==> src/rtl/riscboy_ppu_pixel_unpack_if.sv <==
// Handshake bundle between the fetch FIFO, the pixel unpacker and the
// palette/blend stage. "master" is the surrounding fetch/blend logic and
// "slave" is the unpacker itself.
interface riscboy_ppu_pixel_unpack_if #(
    parameter int W_DATA    = 32,
    parameter int W_PIX_MAX = 16,
    parameter int W_CNT     = $clog2(W_DATA) + 1
);

    // Fetch side: packed words plus the per-word depth/skip controls
    logic [W_DATA-1:0]    in_data;
    logic [2:0]           in_log_bpp;
    logic [W_CNT-1:0]     in_skip;
    logic                 in_vld;
    logic                 in_rdy;

    // Blend side: one pixel per handshake, plus replay/discard controls
    logic [W_PIX_MAX-1:0] out_pix;
    logic                 out_vld;
    logic                 out_rdy;
    logic                 rewind;
    logic                 flush;

    modport master (
        output in_data, in_log_bpp, in_skip, in_vld, out_rdy, rewind, flush,
        input  in_rdy, out_pix, out_vld
    );

    modport slave (
        input  in_data, in_log_bpp, in_skip, in_vld, out_rdy, rewind, flush,
        output in_rdy, out_pix, out_vld
    );

endinterface

==> src/rtl/riscboy_ppu_pixel_unpack.sv <==
// PPU pixel unpacker: takes packed words from the pixel fetcher and emits
// one pixel per cycle, LSB-first, at 1/2/4/8/16 bpp chosen per word. A shadow
// copy of the last loaded word (after its leading-pixel skip) lets the blender
// rewind and replay the word, e.g. when a sprite span restarts.
module riscboy_ppu_pixel_unpack #(
    parameter int W_DATA    = 32,
    parameter int W_PIX_MAX = 16,
    parameter int W_CNT     = $clog2(W_DATA) + 1
) (
    input logic                        clk,
    input logic                        rst,
    riscboy_ppu_pixel_unpack_if.slave  bus
);

    // Skip is scaled by up to 16 bits per pixel before shifting the word
    localparam int W_SHAMT = W_CNT + 4;

    // Live word
    logic [W_DATA-1:0]    pix_buf_q, pix_buf_d;
    logic [W_CNT-1:0]     cnt_q, cnt_d;
    logic [2:0]           lbpp_q, lbpp_d;

    // Shadow copy of the most recent load, post-skip
    logic [W_DATA-1:0]    sh_buf_q, sh_buf_d;
    logic [W_CNT-1:0]     sh_cnt_q, sh_cnt_d;
    logic [2:0]           sh_lbpp_q, sh_lbpp_d;
    logic                 sh_vld_q, sh_vld_d;

    // Load-side decode of the incoming word
    logic [W_CNT-1:0]     ld_ppw;
    logic [W_SHAMT-1:0]   ld_shamt;
    logic [W_DATA-1:0]    ld_buf;
    logic [W_CNT-1:0]     ld_cnt;

    // Output-side decode of the live word
    logic [4:0]           pix_bits;
    logic [W_PIX_MAX-1:0] pix_mask;

    logic                 load_fire;
    logic                 shift_fire;

    // Compute the post-skip word and pixel count for a word being loaded
    always_comb begin
        ld_ppw   = W_CNT'(W_DATA >> bus.in_log_bpp);
        ld_shamt = W_SHAMT'(bus.in_skip) << bus.in_log_bpp;
        ld_buf   = bus.in_data >> ld_shamt;
        ld_cnt   = (bus.in_skip >= ld_ppw) ? '0 : (ld_ppw - bus.in_skip);
    end

    // Present the low pixel of the live word, zero-extended above the active depth
    always_comb begin
        pix_bits = 5'd1 << lbpp_q;
        pix_mask = ~({W_PIX_MAX{1'b1}} << pix_bits);
    end

    assign bus.out_vld = (cnt_q != '0);
    assign bus.out_pix = pix_buf_q[W_PIX_MAX-1:0] & pix_mask;

    // A new word is taken when the live one is empty or is handing off its
    // last pixel this cycle; rewind/flush cycles never consume input.
    assign bus.in_rdy = !bus.flush && !bus.rewind &&
                        ((cnt_q == '0) || ((cnt_q == W_CNT'(1)) && bus.out_rdy));

    assign load_fire  = bus.in_vld && bus.in_rdy;
    assign shift_fire = bus.out_vld && bus.out_rdy;

    // Next-state selection: flush > rewind > load > shift
    always_comb begin
        // NOTE: every _d starts from its _q so no branch can infer a latch.
        pix_buf_d = pix_buf_q;
        cnt_d     = cnt_q;
        lbpp_d    = lbpp_q;
        sh_buf_d  = sh_buf_q;
        sh_cnt_d  = sh_cnt_q;
        sh_lbpp_d = sh_lbpp_q;
        sh_vld_d  = sh_vld_q;

        if (bus.flush) begin
            // Buffers are left as-is; with both counts/valids cleared they are unobservable
            cnt_d    = '0;
            sh_vld_d = 1'b0;
        end else if (bus.rewind) begin
            // A pixel handshaken this cycle still counts downstream, but the
            // live state is replaced by the shadow regardless
            if (sh_vld_q) begin
                pix_buf_d = sh_buf_q;
                cnt_d     = sh_cnt_q;
                lbpp_d    = sh_lbpp_q;
            end
        end else if (load_fire) begin
            pix_buf_d = ld_buf;
            cnt_d     = ld_cnt;
            lbpp_d    = bus.in_log_bpp;
            sh_buf_d  = ld_buf;
            sh_cnt_d  = ld_cnt;
            sh_lbpp_d = bus.in_log_bpp;
            sh_vld_d  = 1'b1;
        end else if (shift_fire) begin
            pix_buf_d = pix_buf_q >> pix_bits;
            cnt_d     = cnt_q - W_CNT'(1);
        end
    end

    // State registers, cleared asynchronously so no stale pixel survives reset
    always_ff @(posedge clk or posedge rst) begin
        if (rst) begin
            pix_buf_q <= '0;
            cnt_q     <= '0;
            lbpp_q    <= '0;
            sh_buf_q  <= '0;
            sh_cnt_q  <= '0;
            sh_lbpp_q <= '0;
            sh_vld_q  <= 1'b0;
        end else begin
            // NOTE: non-blocking so every register updates from pre-edge values.
            pix_buf_q <= pix_buf_d;
            cnt_q     <= cnt_d;
            lbpp_q    <= lbpp_d;
            sh_buf_q  <= sh_buf_d;
            sh_cnt_q  <= sh_cnt_d;
            sh_lbpp_q <= sh_lbpp_d;
            sh_vld_q  <= sh_vld_d;
        end
    end

endmodule

==> src/flat_wrapper.sv <==
// flat-port wrapper written by rule: the top's interface ports become plain ports
module riscboy_ppu_pixel_unpack_flat 
#(
    parameter int W_DATA    = 32,
    parameter int W_PIX_MAX = 16,
    parameter int W_CNT     = $clog2(W_DATA) + 1
)
  (clk, rst, bus_in_data, bus_in_log_bpp, bus_in_skip, bus_in_vld, bus_out_rdy, bus_rewind, bus_flush, bus_in_rdy, bus_out_pix, bus_out_vld);
  riscboy_ppu_pixel_unpack_if #(.W_DATA(W_DATA), .W_PIX_MAX(W_PIX_MAX), .W_CNT(W_CNT)) bus_i ();
  input logic clk;
  input logic rst;
  input wire logic [$bits(bus_i.in_data)-1:0] bus_in_data;
  input wire logic [$bits(bus_i.in_log_bpp)-1:0] bus_in_log_bpp;
  input wire logic [$bits(bus_i.in_skip)-1:0] bus_in_skip;
  input wire logic [$bits(bus_i.in_vld)-1:0] bus_in_vld;
  input wire logic [$bits(bus_i.out_rdy)-1:0] bus_out_rdy;
  input wire logic [$bits(bus_i.rewind)-1:0] bus_rewind;
  input wire logic [$bits(bus_i.flush)-1:0] bus_flush;
  output wire logic [$bits(bus_i.in_rdy)-1:0] bus_in_rdy;
  output wire logic [$bits(bus_i.out_pix)-1:0] bus_out_pix;
  output wire logic [$bits(bus_i.out_vld)-1:0] bus_out_vld;
  assign bus_i.in_data = bus_in_data;
  assign bus_i.in_log_bpp = bus_in_log_bpp;
  assign bus_i.in_skip = bus_in_skip;
  assign bus_i.in_vld = bus_in_vld;
  assign bus_i.out_rdy = bus_out_rdy;
  assign bus_i.rewind = bus_rewind;
  assign bus_i.flush = bus_flush;
  assign bus_in_rdy = bus_i.in_rdy;
  assign bus_out_pix = bus_i.out_pix;
  assign bus_out_vld = bus_i.out_vld;
  riscboy_ppu_pixel_unpack #(.W_DATA(W_DATA), .W_PIX_MAX(W_PIX_MAX), .W_CNT(W_CNT)) u_core (.clk(clk), .rst(rst), .bus(bus_i));
endmodule
==> config.mk <==
export PLATFORM = sky130hd
export DESIGN_NAME = riscboy_ppu_pixel_unpack_flat
export DESIGN_NICKNAME = d
export VERILOG_FILES = /design/src/rtl/riscboy_ppu_pixel_unpack_if.sv /design/src/rtl/riscboy_ppu_pixel_unpack.sv /design/src/flat_wrapper.sv
export SDC_FILE = /design/constraint.sdc
export NUM_CORES = 1
export LEC_CHECK = 0
export CAP_MARGIN = 5
export CORE_ASPECT_RATIO = 1.25
export CORE_UTILIZATION = 40
export DETAILED_ROUTE_END_ITERATION = 8
export DONT_BUFFER_PORTS = 1
export SYNTH_ARGS = -nofsm -noshare
export SYNTH_HDL_FRONTEND = slang
export SYNTH_SLANG_ARGS = --single-unit
==> constraint.sdc <==
create_clock -name clk -period 2.95 [get_ports clk]
set_input_delay 0.59 -clock clk [delete_from_list [all_inputs] [get_ports clk]]
set_output_delay 0.59 -clock clk [all_outputs]
set_load 0.01 [all_outputs]
==> flow_metrics.py <==
metrics = {
    "drt": {
        "drt_iter0_markers": 714,
        "wire_per_inst_um": 22.7,
        "wl_mm": 29.1,
        "ant_nets": 0,
        "drc": 0,
        "dr_total_vias": 8353,
        "drtPass1Iterations": 7,
        "vias_per_cell": 6.51,
    },
    "die": {
        "die_area_um2": 20600,
        "die_h_um": 160,
        "io-pin-count": 65,
        "num_rows": 57,
        "core_um2": 19500,
        "die_w_um": 128,
        "start_util": 0.409,
    },
    "sta": {
        "maxSlewHeadroom": 0.400,
        "fmax_mhz": 363,
        "rsz0062_at_grt": "false",
        "fin_worst_skew_ns": 0.00711,
        "setup_viol_count_final": 0,
        "tightest_slew_ns": 0.897,
        "period_needed_ns": 2.76,
        "period_share": 0.934,
        "setup-tns-final_ns": 0,
        "hold_violations": 0,
        "slew_violations": 0,
        "whs_ns": 0.203,
    },
    "clock_tree": {
        "cts.sinks": 83,
        "htreeDepth": 3,
        "cts_root_buffer": "clkbuf_16",
        "cts_buffer_depth": 2,
        "clkTransAtPathRegs_ns": 0.06,
        "cts_resized": 0,
        "hold_buffers": 0,
        "cts_tree": "yes",
        "numCtsBuffers": 9,
        "clk_latency_ns": 0.33,
        "postCtsSetupBuffers": 0,
    },
    "yosys": {
        "synth.distinct_cells": 95,
        "synth_flop_cell": "dfrtp_1",
        "synth_cells": 1008,
        "synth_fp_nets": 1065,
        "async_flop_share": 1.00,
        "syn_area_um2": 8000,
        "synth_area_leaders": "dfrtp_1, nand2_1, mux2i_1, a21oi_1, o21ai_0",
        "synth.ff_latch_count": 83,
        "avgSynthCellArea_um2": 7.93,
        "yosys.area.top_type": "dfrtp_1",
        "synth_edf_count": 0,
        "netlist.area_leader.share": 0.260,
        "yosysSeqAreaShare": 0.260,
        "ys_warn_count": 0,
    },
    "worst_setup_path": {
        "cp-start-kind": "register",
        "cpPeakStageDelay_ns": 0.50,
        "path_class": "register to register",
        "crit_arrival_ns": 3.02,
        "worstPathCellList": "nor4_1 > and4b_1 > buf_12 > nand2_2 > nor2_4 > nand2_1 > buf_4 > o22ai_1 > o31ai_1 > o21ai_1",
        "cp_max_fo": 20,
        "path_buf_inv": 2,
        "cp_top_family": "simple AND/OR/NAND/NOR gates",
        "cp_data_required_time_ns": 3.21,
        "crit_path_end_kind": "register",
        "cp_slowest_cell": "nor4_1",
    },
    "layout": {
        "multi_input_area_um2": 5440,
        "final_common_cell": "nand2_1",
        "drive_above_1_share": 0.151,
        "regArea_um2": 2080,
        "final_cell_area_um2": 8960,
        "area_delta_synth_final_pct": 12.0,
        "nets": 1070,
        "finish.utilization": 0.458,
        "layout_common_cells": "nand2_1, dfrtp_1, o21ai_0",
        "n_antenna_cell": 0,
        "nFillCells": 2022,
    },
    "place": {
        "port_buffers": 0,
        "gp_congestion": 0.954,
        "place.detailed.hpwl_mm": 21.9,
        "dpl_cell_area_um2": 8680,
    },
    "hold_path": {
        "hold_class": "input port to asynchronous set/reset pin",
    },
    "grt": {
        "grt_max_degree": 84,
        "grt_pass1_wl_mm": 46.5,
        "grt_pass1_vias": 8144,
        "grt_usage": 0.290,
        "antenna_found_initial": 0,
        "overflow": 0,
    },
    "power": {
        "p_leak_nw": 3.78,
        "peakVddDrop_mv": 0.368,
        "powerDensity_nw_per_um2": 718,
    },
    "run_status": {
        "status": "complete, no violations",
    },
    "flow_run": {
        "cap_violations": 0,
    },
}
-- cell families after synthesis --
family                   share of synthesized area
AO/OA/AOI/OAI                                0.347
XOR/XNOR                                   0.00657
adder cells (fa/ha/maj)                     0.0166
buffers and inverters                       0.0634
flip-flops                                   0.260
multiplexers                                 0.112
AND/OR/NAND/NOR                              0.194
-- cell type report --
class	count	area share
clock buffer	10	0.0256
clock inverter	6	0.00475
tap	265	0.0370
inverter	28	0.0119
timing repair buffer	80	0.0810
sequential	83	0.232
multi-input combinational	811	0.608
-- per-layer routing --
| layer | vias up | GRT usage | wire [µm] |
|---|---|---|---|
| li1 | 3847 | - | - |
| met1 | 4021 | 0.379 | 12200 |
| met2 | 406 | 0.462 | 13600 |
| met3 | 79 | 0.0405 | 1870 |
| met4 | 0 | 0.151 | 1420 |
| met5 | - | 0 | 0 |
-- sequential cells by signal (all words and copies together), names as in the netlist --
name,cells
u_core.sh_cnt_q,6
u_core.sh_lbpp_q,3
u_core.sh_vld_q,1
u_core.sh_buf_q,32
u_core.cnt_q,6
u_core.pix_buf_q,32
u_core.lbpp_q,3
-- through the flow --
step                      setup WS (ns)  instances  total power, W
after floorplan                  0.0183       1008         0.00429
after global placement          0.00438       1267         0.00533
after detailed placement       0.000419       1267         0.00534
after CTS                         0.250       1283         0.00638
after global routing             0.0378       1283         0.00687
final                             0.194       1283         0.00643
-- synth_stat cells, drive strengths merged, types with 6 or more instances --
master / n
a211o: 7
and2: 11
dfrtp: 83
a221o: 9
a21o: 19
nor2b: 6
buf: 35
nand3: 32
a211oi: 19
and3: 12
nand2: 145
mux4: 16
a22o: 13
inv: 27
a31oi: 24
nor3: 18
mux2: 8
o22ai: 23
clkbuf: 51
a22oi: 15
o211ai: 19
mux2i: 44
o31ai: 6
or3: 9
ha: 9
nand2b: 6
o21ai: 88
a221oi: 29
a21oi: 77
nor2: 62
-- worst paths after layout --
check,to,startpoint,cells after the start,slack (ns)
setup reg to reg,u_core.pix_buf_q[18],u_core.cnt_q[2],10,0.19
hold / removal,u_core.sh_vld_q,rst,2,0.20
setup / recovery,u_core.pix_buf_q[18],u_core.cnt_q[2],10,0.19
min in group clk,u_core.cnt_q[5],bus_flush,1,0.31
hold reg to reg,u_core.sh_buf_q[7],u_core.sh_buf_q[7],2,0.46
max in group asynchronous,u_core.pix_buf_q[10],rst,2,2.35
-- report_power, final --
part | internal (W) | switching, W | total, W
Combinational | 0.00145 | 0.00193 | 0.00339
Sequential | 0.00148 | 0.000539 | 0.00202
Clock | 0.000570 | 0.000462 | 0.00103
Total | 0.00350 | 0.00294 | 0.00643
No activity file was read; power rests on OpenSTA's default activity.
